==> config.mk <==
export PLATFORM = sky130hd
export DESIGN_NAME = nn_layer_sequencer
export DESIGN_NICKNAME = d
export VERILOG_FILES = /design/src/rtl/nn_layer_sequencer_pkg.sv /design/src/rtl/nn_layer_sequencer_mac.sv /design/src/rtl/nn_layer_sequencer.sv
export SDC_FILE = /design/constraint.sdc
export NUM_CORES = 1
export LEC_CHECK = 0
export CORE_MARGIN = 2
export CORE_UTILIZATION = 25
export CTS_BUF_LIST = sky130_fd_sc_hd__clkbuf_8
export DETAILED_ROUTE_END_ITERATION = 10
export GPL_ROUTABILITY_DRIVEN = 0
export PLACE_DENSITY = 0.4
export SYNTH_ARGS = -nofsm -noshare
export SYNTH_HDL_FRONTEND = slang
export SYNTH_SLANG_ARGS = --single-unit
==> constraint.sdc <==
create_clock -name clk -period 10.59 [get_ports clk]
set_clock_uncertainty 0.05 [all_clocks]
set_input_delay 1.059 -clock clk [delete_from_list [all_inputs] [get_ports clk]]
set_output_delay 1.059 -clock clk [all_outputs]
set_load 0.05 [all_outputs]
==> src/rtl/nn_layer_sequencer_pkg.sv <==
// Shared definitions for the fully-connected layer sequencer: FSM state
// encoding and default datapath widths.
package nn_layer_sequencer_pkg;

  // Sequencer states; the encoding is also exported on the dbg_state port.
  typedef enum logic [2:0] {
    ST_IDLE  = 3'd0,
    ST_FETCH = 3'd1,
    ST_DRAIN = 3'd2,
    ST_WRITE = 3'd3,
    ST_DONE  = 3'd4
  } state_t;

  localparam int DEF_WIDTH     = 4;
  localparam int DEF_ACC_WIDTH = 16;

endpackage

==> src/rtl/nn_layer_sequencer_mac.sv <==
// Signed multiply-accumulate with saturation. The product of two WIDTH-bit
// operands is sign-extended to the accumulator and added; any overflow
// clamps to the most positive or most negative accumulator value.
module nn_mac_unit #(
  parameter int WIDTH     = 4,
  parameter int ACC_WIDTH = 16
) (
  input  logic                        clk,
  input  logic                        rst,
  input  logic                        clr,
  input  logic                        en,
  input  logic signed [WIDTH-1:0]     a,
  input  logic signed [WIDTH-1:0]     b,
  output logic signed [ACC_WIDTH-1:0] acc
);

  localparam int PW = 2 * WIDTH;
  localparam logic [ACC_WIDTH-1:0] ACC_MAX = {1'b0, {(ACC_WIDTH-1){1'b1}}};
  localparam logic [ACC_WIDTH-1:0] ACC_MIN = {1'b1, {(ACC_WIDTH-1){1'b0}}};

  logic signed [PW-1:0]    prod;
  logic [ACC_WIDTH:0]      sum;
  logic [ACC_WIDTH-1:0]    sat;

  // Full-precision product, one guard bit of sum, then clamp on overflow.
  always_comb begin
    prod = PW'(a) * PW'(b);
    sum  = {acc[ACC_WIDTH-1], acc} +
           {{(ACC_WIDTH+1-PW){prod[PW-1]}}, prod};
    sat  = sum[ACC_WIDTH-1:0];
    if (sum[ACC_WIDTH] != sum[ACC_WIDTH-1]) begin
      sat = sum[ACC_WIDTH] ? ACC_MIN : ACC_MAX;
    end
  end

  // Accumulator register; clear wins over a qualified accumulate.
  always_ff @(posedge clk or posedge rst) begin
    if (rst) begin
      acc <= '0;
    end else if (clr) begin
      acc <= '0;
    end else if (en) begin
      acc <= sat;
    end
  end

endmodule

==> src/rtl/nn_layer_sequencer.sv <==
// Sequences one fully-connected layer: for each output neuron, streams
// IN_DEPTH activation/weight pairs through the MAC, then writes the
// saturated sum to the output RAM at the neuron index.
//
// Control handshake: start is sampled only in IDLE; busy is high while the
// layer runs (FETCH/DRAIN/WRITE); done pulses for one cycle at completion.
// A start seen in any other state is dropped, never queued.
module nn_layer_sequencer
  import nn_layer_sequencer_pkg::*;
#(
  parameter int IN_DEPTH  = 784,
  parameter int NEURONS   = 10,
  parameter int WIDTH     = DEF_WIDTH,
  parameter int ACC_WIDTH = DEF_ACC_WIDTH,
  localparam int AW  = $clog2(IN_DEPTH),
  localparam int WAW = $clog2(NEURONS * IN_DEPTH),
  localparam int NW  = $clog2(NEURONS)
) (
  input  logic                        clk,
  input  logic                        rst,
  input  logic                        start,
  output logic                        busy,
  output logic                        done,
  output logic [AW-1:0]               act_addr,
  input  logic signed [WIDTH-1:0]     act_data,
  output logic [WAW-1:0]              w_addr,
  input  logic signed [WIDTH-1:0]     w_data,
  output logic                        out_wen,
  output logic [NW-1:0]               out_addr,
  output logic signed [ACC_WIDTH-1:0] out_data,
  output state_t                      dbg_state
);

  state_t         state;
  state_t         state_next;
  logic [NW-1:0]  neuron;
  logic           rd_valid;
  logic           mac_clr;
  logic           last_i;
  logic           last_n;
  logic signed [ACC_WIDTH-1:0] acc;

  assign last_i    = (act_addr == AW'(IN_DEPTH - 1));
  assign last_n    = (neuron == NW'(NEURONS - 1));
  assign out_addr  = neuron;
  assign out_data  = acc;
  assign dbg_state = state;

  // State register.
  always_ff @(posedge clk or posedge rst) begin
    if (rst) begin
      state <= ST_IDLE;
    end else begin
      state <= state_next;
    end
  end

  // Next-state and control outputs.
  always_comb begin
    state_next = state;
    busy       = 1'b0;
    done       = 1'b0;
    out_wen    = 1'b0;
    mac_clr    = 1'b0;
    case (state)
      ST_IDLE: begin
        if (start) begin
          state_next = ST_FETCH;
          mac_clr    = 1'b1;
        end
      end
      ST_FETCH: begin
        busy = 1'b1;
        if (last_i) state_next = ST_DRAIN;
      end
      ST_DRAIN: begin
        busy       = 1'b1;
        state_next = ST_WRITE;
      end
      ST_WRITE: begin
        busy       = 1'b1;
        out_wen    = 1'b1;
        mac_clr    = 1'b1;
        state_next = last_n ? ST_DONE : ST_FETCH;
      end
      ST_DONE: begin
        done       = 1'b1;
        state_next = ST_IDLE;
      end
      default: state_next = ST_IDLE;
    endcase
  end

  // Address counters, neuron index and the 1-cycle read-valid delay.
  // w_addr keeps counting across neurons so no multiplier is needed;
  // the step into the next neuron happens on the WRITE->FETCH edge.
  always_ff @(posedge clk or posedge rst) begin
    if (rst) begin
      act_addr <= '0;
      w_addr   <= '0;
      neuron   <= '0;
      rd_valid <= 1'b0;
    end else begin
      rd_valid <= (state == ST_FETCH);
      case (state)
        ST_IDLE: begin
          if (start) begin
            act_addr <= '0;
            w_addr   <= '0;
            neuron   <= '0;
          end
        end
        ST_FETCH: begin
          if (!last_i) begin
            act_addr <= act_addr + AW'(1);
            w_addr   <= w_addr + WAW'(1);
          end
        end
        ST_WRITE: begin
          if (!last_n) begin
            act_addr <= '0;
            w_addr   <= w_addr + WAW'(1);
            neuron   <= neuron + NW'(1);
          end
        end
        default: ;
      endcase
    end
  end

  nn_mac_unit #(
    .WIDTH     (WIDTH),
    .ACC_WIDTH (ACC_WIDTH)
  ) u_mac (
    .clk (clk),
    .rst (rst),
    .clr (mac_clr),
    .en  (rd_valid),
    .a   (act_data),
    .b   (w_data),
    .acc (acc)
  );

endmodule

==> impl_metrics.yaml, run 1 <==
cts:
  cts_made_buffers: 5
  cts_resized: 0
  cts_sinks: 47
  cts_root_buf: "clkbuf_8"
  cts_tree: "yes"
  clk_pin_slew_ns: 0.09
  cts_setup_buffers: 0
  clk_latency_ns: 0.31
  cts.path.max_buffers: 2
  htreeDepth: 2
  holdBufCountCts: 0
placement:
  portBuffers: 59
  placed_area_sq_mm: 0.00516
  dp_hpwl_um: 8640
sta:
  worst_slew_pin_slew_ns: 1.04
  fin_crit_ns: 5.82
  finalMaxSlewViolations: 0
  slew_headroom: 0.300
  clock.fmax_mhz: 172
  finalHoldViolCount: 0
  min_period_over_period: 0.550
  rsz0062_at_grt: "false"
  setup_viol: 0
  fin_setup_tns_ns: 0
yosys:
  yosys.cell_types.count: 53
  synth_top_area_share: 0.270
  syn_area_sq_mm: 0.00436
  yosys-top-cells-count: "75 x inv_1, 47 x dfrtp_1, 44 x nor2_1"
  yosys.area.top_type: "dfrtp_1"
  syn_inst: 479
  ys.warnings.count: 0
  synth_most_common_cell: "inv_1"
  synth_edf_count: 0
  ys_seq_area_frac: 0.270
  ys.flop_type: "dfrtp_1"
  synthTopCellsByArea: "dfrtp_1 27%, fa_1 14%, ha_1 11%"
  synth_seq_cells: 47
  avgSynthCellArea_sq_um: 9.09
  async_reset_ff_frac: 1.00
  synth_nets: 560
grt:
  grt_pass1_vias: 3590
  grt_overflow: 0
  grtUsageTotal: 0.129
  grt_max_degree: 48
  antenna_found_initial: 0
  grt_pass1_wl_um: 19100
die:
  ios: 60
  num_rows: 48
  die_h_um: 136
  initial_core_util: 0.254
  die_area_sq_mm: 0.0185
  core_area_sq_mm: 0.0172
  die_width_um: 136
finish:
  finalInstanceArea_sq_mm: 0.00525
  area_growth_pct: 20.5
  drive_above_1_share: 0.0449
  nNetsFinal: 614
  diodes: 0
min_path:
  min_path_type: "reg2reg"
drt:
  top_layer_used: "met4"
  viasPerCell: 4.56
  vias: 3462
  drtIter0Drc: 106
  drt-total-wl_um: 11000
  met2WireLength_um: 4870
  drc_errors: 0
  ant_nets: 0
  wl_met1_um: 5630
  met3_length_um: 422
  wl_per_cell_um: 14.5
  dr.pass1.iters: 6
run:
  drv_cap: 0
run_status:
  status: "completed"
worst_setup_path:
  required_ns: 10.70
  reg2reg_to: "u_mac.acc[11]$_DFFE_PP0P_"
  cp-end-kind: "register"
  cp-startpoint: "act_data[3]"
  critPathCapture: "u_mac.acc[11]$_DFFE_PP0P_"
  r2r_cells: 13
  worstPathMaxFanout: 13
  r2r_slack_ns: 6.11
  cp_data_arrival_time_ns: 5.93
  critPathLaunchType: "input port"
  reg2reg_from: "u_mac.acc[3]$_DFFE_PP0P_"
  crit_type: "in2reg"
==> how the worst min path moves through the flow <==
stage	start	slack [ns]	cells after the start	endpoint
2_1_floorplan	rd_valid$_DFF_PP0_	0.65	3	u_mac.acc[12]$_DFFE_PP0P_
6_report	w_addr[12]$_DFFE_PP0P_	0.51	2	w_addr[12]$_DFFE_PP0P_
5_1_grt	w_addr[12]$_DFFE_PP0P_	0.54	2	w_addr[12]$_DFFE_PP0P_
4_1_cts	w_addr[12]$_DFFE_PP0P_	0.52	2	w_addr[12]$_DFFE_PP0P_
3_3_place_gp	w_addr[12]$_DFFE_PP0P_	0.48	2	w_addr[12]$_DFFE_PP0P_
3_5_place_dp	w_addr[12]$_DFFE_PP0P_	0.50	2	w_addr[12]$_DFFE_PP0P_
==> metrics by stage <==
| step | hold slack (ns) | cells | worst slack (ns) | util |
|---|---|---|---|---|
| floorplan | 0.650 | 479 | 5.55 | - |
| global placement | 0.481 | 751 | 4.49 | 0.301 |
| detailed placement | 0.499 | 751 | 4.44 | 0.301 |
| CTS | 0.521 | 759 | 4.75 | 0.306 |
| global route | 0.543 | 759 | 4.44 | 0.306 |
| finish | 0.506 | 759 | 4.77 | 0.306 |
==> worst max-delay path, stage by stage <==
cell and delay (ns):
clkdlybuf4s50_1 0.52, and2_1 0.54, fa_1 0.53, inv_1 0.08, fa_1 0.44, fa_1 0.61, inv_1 0.06, ha_1 0.28
a21oi_1 0.20, nor2_1 0.10, o31ai_2 0.42, a21oi_1 0.16, or3_1 0.44, a21oi_2 0.34, o211ai_1 0.15
==> cell usage in the layout (no fill, tap or decap), drive strengths merged, types with 8 or more instances in the layout <==
master         Yosys  layout
xor2              19      19
o21ai             13      13
nand2             37      37
a21oi             15      15
xnor2              9       9
fa                30      30
nand3             14      14
dfrtp             47      47
nand4             11      11
or3               10      10
nor2              45      45
inv               75      76
ha                40      40
and2              13      13
o211ai             8       8
clkdlybuf4s50      0      59
nand2b             8       8
==> sequential cells by signal, summed over array words and instances (netlist names) <==
register / cells
act_addr: 10
rd_valid: 1
out_addr: 4
dbg_state: 3
u_mac.acc: 16
w_addr: 13
==> per-layer routing <==
layer,GRT usage,up-vias
met5,0,-
met4,0.0220,0
met3,0.0183,5
met2,0.203,66
met1,0.190,1680
li1,-,1711
==> final cells by class <==
class	count	area, sq um
inverters	75	282
fillers	1841	11900
repair buffers	60	598
flip-flops and latches	47	1180
clock buffers	5	68.8
multi-input cells	344	2830
well taps	225	282
clock inverters	3	16.3
==> logic make-up after synthesis <==
logic type / count (synthesis) / synth area share
AOI/OAI and AO/OA: 72 / 0.122
xor gates and xnor gates: 28 / 0.0563
adders and majority gates: 70 / 0.253
buffers and inverters: 88 / 0.0824
DFF: 47 / 0.270
muxes: 7 / 0.0164
and+or+nand+nor: 167 / 0.201
Power of run 1 is not shown: default switching activity piles up to over one toggle a cycle in this logic, so the estimate is an artifact.
==> run 2: changes to the inputs <==
PLACE_DENSITY = 0.41   (was 0.4)
clock period = 4.8 ns   (was 10.59 ns; I/O delays follow)
==> run 2 against run 1 <==
  * Global-route usage grew 0.12 points
  * Count of clock-buffer cells in the layout increased by 1
  * Register-to-register slack got worse by 5.5 ns
  * Critical path type unchanged
  * Critical endpoint is now u_mac.acc[6]$_DFFE_PP0P_
  * Highest routed layer unchanged
==> impl_metrics.yaml, run 2 (synthesis gave the netlist of run 1 again) <==
cts:
  cts_sinks: 47
  holdBufCountCts: 0
  clk_pin_slew_ns: 0.10
  htreeDepth: 2
  cts_tree: "yes"
  cts_root_buf: "clkbuf_8"
  cts.path.max_buffers: 2
  cts_made_buffers: 5
  clk_latency_ns: 0.31
worst_setup_path:
  crit_type: "in2reg"
  cp_data_arrival_time_ns: 4.70
  critPathSlowestCell: "fa_1"
  cp-end-kind: "register"
  reg2reg_from: "u_mac.acc[3]$_DFFE_PP0P_"
  r2r_slack_ns: 0.60
  crit_chain: "clkdlybuf4s50_1 > nand2_1 > fa_1 > fa_1 > fa_1 > inv_1 > ha_1 > a21oi_1 > nor2_1 > o31ai_2 > a21oi_1 > or3_4 > a21oi_4 > o211ai_1"
  required_ns: 4.93
  critPathLaunchType: "input port"
  worstPathMaxFanout: 6
  reg2reg_to: "u_mac.acc[6]$_DFFE_PP0P_"
  max_stage_delay_ns: 0.58
  cp_common_cell: "fa_1"
  r2r_cells: 13
finish:
  top_register: "u_mac.acc"
  drive_above_1_share: 0.134
  diodes: 0
  largest_register_ffs: 16
  final_cell_mix: "74 x inv_1, 56 x clkdlybuf4s50_1, 47 x dfrtp_1"
  area_growth_pct: 30.0
  ff_latch_area_sq_mm: 0.00118
  multi_input_area_sq_mm: 0.00288
  reg_top3: "u_mac.acc x16, w_addr x13, act_addr x10"
  nNetsFinal: 657
  final_common_cell: "inv_1"
  finalNonFillerCells: 801
  fillerInstances: 1844
sta:
  min_period_over_period: 0.953
  holdWs_ns: 0.498
  setup_viol: 0
  slew_headroom: 0.251
  finalHoldViolCount: 0
  clock.fmax_mhz: 219
  fin_crit_ns: 4.58
  finalMaxSlewViolations: 0
  worst_slew_pin_slew_ns: 1.12
  rsz0062_at_grt: "false"
drt:
  drc_errors: 0
  dr.pass1.iters: 4
  wl_per_cell_um: 14.3
  drtIter0Drc: 172
  drt-total-wl_um: 11400
  ant_nets: 0
  vias: 3616
  viasPerCell: 4.51
grt:
  grt_max_degree: 48
  grt_overflow: 0
  grt_pass1_wl_um: 19000
  antenna_found_initial: 0
  grtUsageTotal: 0.130
  grt_pass1_vias: 3663
min_path:
  whs_path_depth: 2
  min_path_type: "reg2reg"
  holdPathEnd: "w_addr[12]$_DFFE_PP0P_"
  hold_start: "w_addr[12]$_DFFE_PP0P_"
run:
  drv_cap: 0
die:
  num_rows: 48
  die_width_um: 136
  core_area_sq_mm: 0.0172
  initial_core_util: 0.254
  ios: 60
  die_h_um: 136
  die_area_sq_mm: 0.0185
run_status:
  status: "completed"
placement:
  dp_cells: 790
  dp_hpwl_um: 8950
  portBuffers: 59
run 2: changes by cell type in the layout (fill, tap and decap cells not counted), moves of 2 or more:
cell	delta
a21oi_2	+2
clkdlybuf4s50_1	-3
a21oi_1	-3
buf_4	+41
buf_12	+2
dlymetal6s2s_1	+3
run 2: what timing repair did:
| item | in CTS | in global routing |
|---|---|---|
| endpoints found under the setup margin | 6 | 16 |
| setup buffers | 0 | 4 |
| pin swaps | 1 | 4 |
| endpoints found under the hold margin | 0 | 0 |
| gates resized for setup | 3 | 13 |
run 2: layer usage:
| layer | global-route usage | routed length [um] |
|---|---|---|
| met5 | 0 | 0 |
| met4 | 0.0226 | 65 |
| met3 | 0.0186 | 272 |
| met2 | 0.220 | 5360 |
| met1 | 0.180 | 5730 |
run 2: worst max-delay path by stage:
stage                                     to  depth (start not counted)   startpoint
global route        u_mac.acc[6]$_DFFE_PP0P_                         14  act_data[1]
global placement    u_mac.acc[0]$_DFFE_PP0P_                         16  act_data[3]
detailed placement  u_mac.acc[6]$_DFFE_PP0P_                         16  act_data[3]
floorplan           u_mac.acc[0]$_DFFE_PP0P_                         14  act_data[3]
CTS                 u_mac.acc[5]$_DFFE_PP0P_                         17  act_data[3]
finish              u_mac.acc[6]$_DFFE_PP0P_                         14  act_data[1]
run 2: cell type report:
cell class	count	area share
clock buffers	6	0.0146
inverters	75	0.0497
well taps	225	0.0497
repair buffers	103	0.168
flip-flops and latches	47	0.208
multi-input cells	344	0.509
clock inverters	1	0.000884
run 2: critical path, delay by kind of cell:
kind,cells,cell delay [ns]
fa+ha+maj,4,1.90
compound gates,5,1.10
simple gates,3,0.62
buf+inv,2,0.60
run 2: metrics by stage:
step           setup TNS (ns)  worst slack, ns  utilization  cell area [sq um]
2_1_floorplan               0            0.343            -               4360
3_3_place_gp            -4.83           -0.349        0.319               5480
3_5_place_dp            -4.58           -0.357        0.319               5480
4_1_cts                     0           0.0128        0.325               5590
5_1_grt                     0          0.00431        0.330               5660
6_report                    0            0.224        0.330               5660
Power of run 2 is left out for the same reason.
